<file path="src/rtl/imem_loader.sv">
// imem_loader: packs a byte stream into 32-bit little-endian instruction words, writes them
// into the instruction SRAM, and releases the core once the image checksum matches.
module imem_loader #(
   parameter int DEPTH  = 32,
   parameter int ADDR_W = 5,
   parameter int DATA_W = 32
) (
   input  logic              clk,
   input  logic              reset,
   input  logic              start,
   input  logic              in_valid,
   input  logic [7:0]        in_data,
   output logic              in_ready,
   output logic              init_we,
   output logic [ADDR_W-1:0] init_addr,
   output logic [DATA_W-1:0] init_data,
   output logic              core_run,
   output logic              load_done,
   output logic              load_err,
   output logic [ADDR_W:0]   words_loaded
);

   localparam int NBYTES = DATA_W / 8;
   localparam int CNT_W  = ADDR_W + 1;

   typedef enum logic [2:0] {
      S_HDR   = 3'd0,
      S_DATA  = 3'd1,
      S_WRITE = 3'd2,
      S_CSUM  = 3'd3,
      S_DONE  = 3'd4,
      S_ERR   = 3'd5
   } state_t;

   state_t            state_reg, state_next;

   logic [CNT_W-1:0]  n_reg;
   logic [CNT_W-1:0]  words_reg;
   logic [ADDR_W-1:0] addr_reg;
   logic [1:0]        byte_idx_reg;
   logic [7:0]        csum_reg;
   logic [DATA_W-1:0] word_reg;
   logic [DATA_W-1:0] word_next;
   logic [ADDR_W-1:0] init_addr_reg;
   logic [DATA_W-1:0] init_data_reg;
   logic [NBYTES-1:0] lane_we;

   logic              accept;
   logic              data_accept;
   logic              last_byte;
   logic              last_word;
   logic              hdr_ok;
   logic [CNT_W-1:0]  hdr_words;
   logic [CNT_W-1:0]  words_inc;

   assign accept      = in_valid & in_ready;
   assign data_accept = accept & (state_reg == S_DATA);
   assign last_byte   = (byte_idx_reg == 2'(NBYTES - 1));
   assign words_inc   = words_reg + 1'b1;
   assign last_word   = (words_inc == n_reg);

   // A zero header stands for a full image of DEPTH words.
   assign hdr_ok    = (int'(in_data) <= DEPTH);
   assign hdr_words = (in_data == 8'd0) ? CNT_W'(DEPTH) : CNT_W'(in_data);

   genvar gi;
   generate
      for (gi = 0; gi < NBYTES; gi++) begin : g_lane
         assign lane_we[gi]             = data_accept && (byte_idx_reg == 2'(gi));
         assign word_next[8*gi +: 8]    = lane_we[gi] ? in_data : word_reg[8*gi +: 8];
      end
   endgenerate

   always_ff @(posedge clk or negedge reset) begin
      if (!reset) begin
         state_reg <= S_HDR;
      end else begin
         state_reg <= state_next;
      end
   end

   always_comb begin
      state_next = state_reg;
      case (state_reg)
         S_HDR: begin
            if (accept) begin
               state_next = hdr_ok ? S_DATA : S_ERR;
            end
         end
         S_DATA: begin
            if (accept && last_byte) begin
               state_next = S_WRITE;
            end
         end
         S_WRITE: begin
            state_next = last_word ? S_CSUM : S_DATA;
         end
         S_CSUM: begin
            if (accept) begin
               state_next = (in_data == csum_reg) ? S_DONE : S_ERR;
            end
         end
         S_DONE, S_ERR: begin
            if (start) begin
               state_next = S_HDR;
            end
         end
         default: state_next = S_HDR;
      endcase
   end

   always_comb begin
      in_ready  = 1'b0;
      init_we   = 1'b0;
      core_run  = 1'b0;
      load_done = 1'b0;
      load_err  = 1'b0;
      case (state_reg)
         S_HDR, S_DATA, S_CSUM: in_ready = 1'b1;
         S_WRITE:               init_we  = 1'b1;
         S_DONE: begin
            core_run  = 1'b1;
            load_done = 1'b1;
         end
         S_ERR:                 load_err = 1'b1;
         default: ;
      endcase
   end

   // The SRAM port registers are loaded with the completed word on its last byte, so they
   // are already stable during WRITE and hold between writes.
   always_ff @(posedge clk or negedge reset) begin
      if (!reset) begin
         n_reg         <= '0;
         words_reg     <= '0;
         addr_reg      <= '0;
         byte_idx_reg  <= '0;
         csum_reg      <= '0;
         word_reg      <= '0;
         init_addr_reg <= '0;
         init_data_reg <= '0;
      end else begin
         case (state_reg)
            S_HDR: begin
               if (accept && hdr_ok) begin
                  n_reg        <= hdr_words;
                  words_reg    <= '0;
                  addr_reg     <= '0;
                  byte_idx_reg <= '0;
                  csum_reg     <= '0;
               end
            end
            S_DATA: begin
               if (accept) begin
                  word_reg     <= word_next;
                  csum_reg     <= csum_reg ^ in_data;
                  byte_idx_reg <= byte_idx_reg + 1'b1;
                  if (last_byte) begin
                     init_addr_reg <= addr_reg;
                     init_data_reg <= word_next;
                  end
               end
            end
            S_WRITE: begin
               words_reg <= words_inc;
               // Stop at N-1 so a full DEPTH image never wraps the address.
               if (!last_word) begin
                  addr_reg <= addr_reg + 1'b1;
               end
            end
            S_DONE, S_ERR: begin
               if (start) begin
                  words_reg <= '0;
                  addr_reg  <= '0;
               end
            end
            default: ;
         endcase
      end
   end

   assign init_addr    = init_addr_reg;
   assign init_data    = init_data_reg;
   assign words_loaded = words_reg;

endmodule

</file>
<file path="config.mk">
export PLATFORM = sky130hd
export DESIGN_NAME = imem_loader
export DESIGN_NICKNAME = d
export VERILOG_FILES = /design/src/rtl/imem_loader.sv
export SDC_FILE = /design/constraint.sdc
export NUM_CORES = 1
export LEC_CHECK = 0
export CAP_MARGIN = 20
export CORE_ASPECT_RATIO = 0.6
export CORE_MARGIN = 4
export CORE_UTILIZATION = 45
export CTS_CLUSTER_SIZE = 12
export DETAILED_ROUTE_END_ITERATION = 8
export GPL_ROUTABILITY_DRIVEN = 0
export HOLD_SLACK_MARGIN = 0.05
export PLACE_DENSITY = 0.69
export SLEW_MARGIN = 15
export SYNTH_ARGS = -nofsm -noshare
export SYNTH_HDL_FRONTEND = slang
export SYNTH_SLANG_ARGS = --single-unit
</file>
<file path="constraint.sdc">
create_clock -name clk -period 2.15 [get_ports clk]
set_clock_uncertainty 0.1 [all_clocks]
set_input_delay 0.645 -clock clk [delete_from_list [all_inputs] [get_ports clk]]
set_output_delay 0.645 -clock clk [all_outputs]
set_load 0.02 [all_outputs]
</file>
==> results.md <==
* DRC at 0
* Placement Setup Slack at -748 ps
* Setup_tns at -24.1 ps
* Die W at 135 µm
* Synth cell types at 43
* Final std cells w/o fill at 596
* Crit path required time at 2280 ps
* Detailed-route wire length per cell at 19.0 µm
* Leak at 2.88 nW
* Worst Reg2Reg Path Length in Cells at 8
* Comb pwr share at 50.8%
* Relative slew slack at 68.4%
* CORE AREA at 0.00929 mm²
* Critical Path Start Type: input pin
* Total track usage at 20.0%
* Num CTS Buffers at 9
* Vias per cell at 5.39
* Slew @ Worst Pin at 471 ps
* Final core occ at 65.6%
* GRT overflow at 0
* I/O pins at 60
* Site Rows at 27
* Placed instance count at 573
* Clock power frac at 18.0%
* RSZ-0062 raised after global routing: yes
* Power Density at 1510 mW/mm²
* Mapped Cells at 355
* Share of layout cells above drive strength 1 at 42.1%
* Initial antenna violation count at 0
* Worst Hold Class: input pin to async pin
* Largest net degree at the start of global routing at 63
* Reg power frac at 31.2%
* Tmin final at 2160 ps
* Arrival time worst endpoint at 2290 ps
* Crit end category: flop
* Clk Latency, worst-skew pair at 340 ps
* Starting Density at 46.7%
* Die area at 0.0113 mm²
* Via Count at 3211
* Clock root cell: clkbuf_16
* Worst Path Max Fanout at 5
* Switching part of the total at 34.1%
* Maximum vdd drop at 0.839 mV
* First-pass GRT wire length at 17700 µm
* Max Buffers Root-to-Sink at 2
* Post-DP HPWL at 7290 µm
* Vias in the first global route at 3392
* Syn Area/Cell at 12.2 µm²
* Crit path kind: input pin to flop
* Worst R2R Start: byte_idx_reg[1]
* Fmax at 462 MHz
* Post-synth EDFFs at 0
* Area delta synth->final at 40.5%
* Cell Int Power at 6.07 mW
* Post-Syn Nets at 373
* CTS tree: yes
* Ys Warns at 0
* Period utilization at 101%
* RR Endpoint: init_data[27]
* Final ANT Viol Nets at 0
* R2R Setup Slk at 30 ps
* Final worst slack at -12.6 ps
* Post-Place Cell Area at 0.00543 mm²
* H-tree depth at 3
* Max reg flops at 32
* Maxcap violations at 0
* Diode count at 0
* Failing checks: negative setup slack
* WL final at 11300 µm
* Initial DRC Count at 160
* Net Sw Power at 3.14 mW
* FF+latch count, synth at 91
* CTS sink cnt at 91
* Part of the Yosys area used for sequential elements at 52.5%
* Top FF cell, synth: dfrtp_1
* Clk slew on worst S/H paths at 60 ps
* Layout Nets at 481
* Max-slew violation total from the final report at 0
* Most frequent cells in the layout: dfrtp_1, mux2_2, buf_4
* # setup viols final at 2
* I/O Buffers at 59
* Hold Vio Cnt, Final at 0
* DRT Pass-1 Iters at 4
* Most common cell after layout, fill and taps aside: dfrtp_1
* Final instance area at 0.00609 mm²
* Status: finished, violations left
* Post-synth ARST share at 100%
* Fillers at 716
* Die H at 84.1 µm
* Mapped Area at 0.00434 mm²
## cells in the mapped netlist, types with 2 or more instances
library cell,n,area [µm²]
nand2b_1,4,25.0
a21oi_1,5,25.0
nand3_1,8,40.0
inv_1,12,45.0
clkbuf_1,14,52.6
o22ai_1,3,18.8
nand2_1,18,67.6
ha_1,6,75.1
o21ai_0,28,140
nor3_1,3,15.0
dfrtp_1,91,2280
a22o_1,3,26.3
mux2_2,90,1010
a211o_1,2,17.5
o31ai_1,4,30.0
xor2_1,5,43.8
nand3b_1,2,15.0
and3_1,5,31.3
xnor2_1,5,43.8
nor2_1,15,56.3
buf_2,6,30.0
nand4_1,2,12.5
nor4_1,3,18.8
and2_1,2,12.5
## how the worst max path moves through the flow
stage / startpoint / endpoint / cells past startpoint
final: in_data[6] / addr_reg[4] / 7
after CTS: in_data[6] / addr_reg[4] / 7
after detailed placement: in_data[3] / addr_reg[3] / 7
after floorplan: in_data[3] / addr_reg[3] / 6
after global routing: in_data[6] / addr_reg[4] / 7
after global placement: in_data[3] / addr_reg[4] / 7
## layer usage
layer / routed length (µm) / track usage [%]
met5: 0 / 0
met4: 168 / 6.10
met3: 663 / 5.42
met2: 5080 / 29.2
met1: 5400 / 28.9
## worst max-delay path, cell delays in order
cell and delay (ps):
buf_6 90, or4_4 540, nor4_4 240, nor3_4 90, o2bb2ai_4 160, or2_4 270
a211o_1 250
## area by class of cell
class / instances / area (µm²) / share of cell area, %
clock buffers: 11 / 243 / 3.98
clock inverters: 3 / 65.1 / 1.07
inverters: 13 / 48.8 / 0.801
multi-input cells: 229 / 2170 / 35.6
flip-flops and latches: 91 / 2280 / 37.4
well taps: 130 / 163 / 2.67
repair buffers: 119 / 1120 / 18.5
## repair_timing
item,in CTS,in global routing
gates cloned,1,6
pin swaps,13,6
setup endpoints to repair,82,69
resized for setup,58,49
buffers inserted,2,1
endpoints found under the hold margin,0,0
hold buffers,0,0
## through the flow
stage / total power [mW] / hold slack [ps]
2_1_floorplan: 5.20 / 249
3_3_place_gp: 6.67 / 380
3_5_place_dp: 6.84 / 390
4_1_cts: 8.61 / 208
5_1_grt: 9.76 / 206
6_report: 9.22 / 191
## logic make-up (layout without fill, tap and decap cells)
family / after synthesis / in the layout / synth area share (%)
adder cells (fa/ha/maj): 6 / 6 / 1.73
flip-flops: 91 / 91 / 52.5
XOR/XNOR: 10 / 10 / 2.02
AO/OA/AOI/OAI: 52 / 52 / 8.16
multiplexers: 91 / 91 / 23.6
AND/OR/NAND/NOR: 70 / 70 / 8.71
buffers and inverters: 35 / 146 / 3.29
## power groups by stage
stage                     Clock, mW  Sequential [mW]  Combinational, mW
after detailed placement          0             2.86               3.98
after CTS                      1.69             2.84               4.08
after global placement            0             2.80               3.87
final                          1.66             2.87               4.68
after floorplan                   0             3.16               2.05
after global routing           1.77             2.97               5.02
Power figures use the tool's default switching activity.
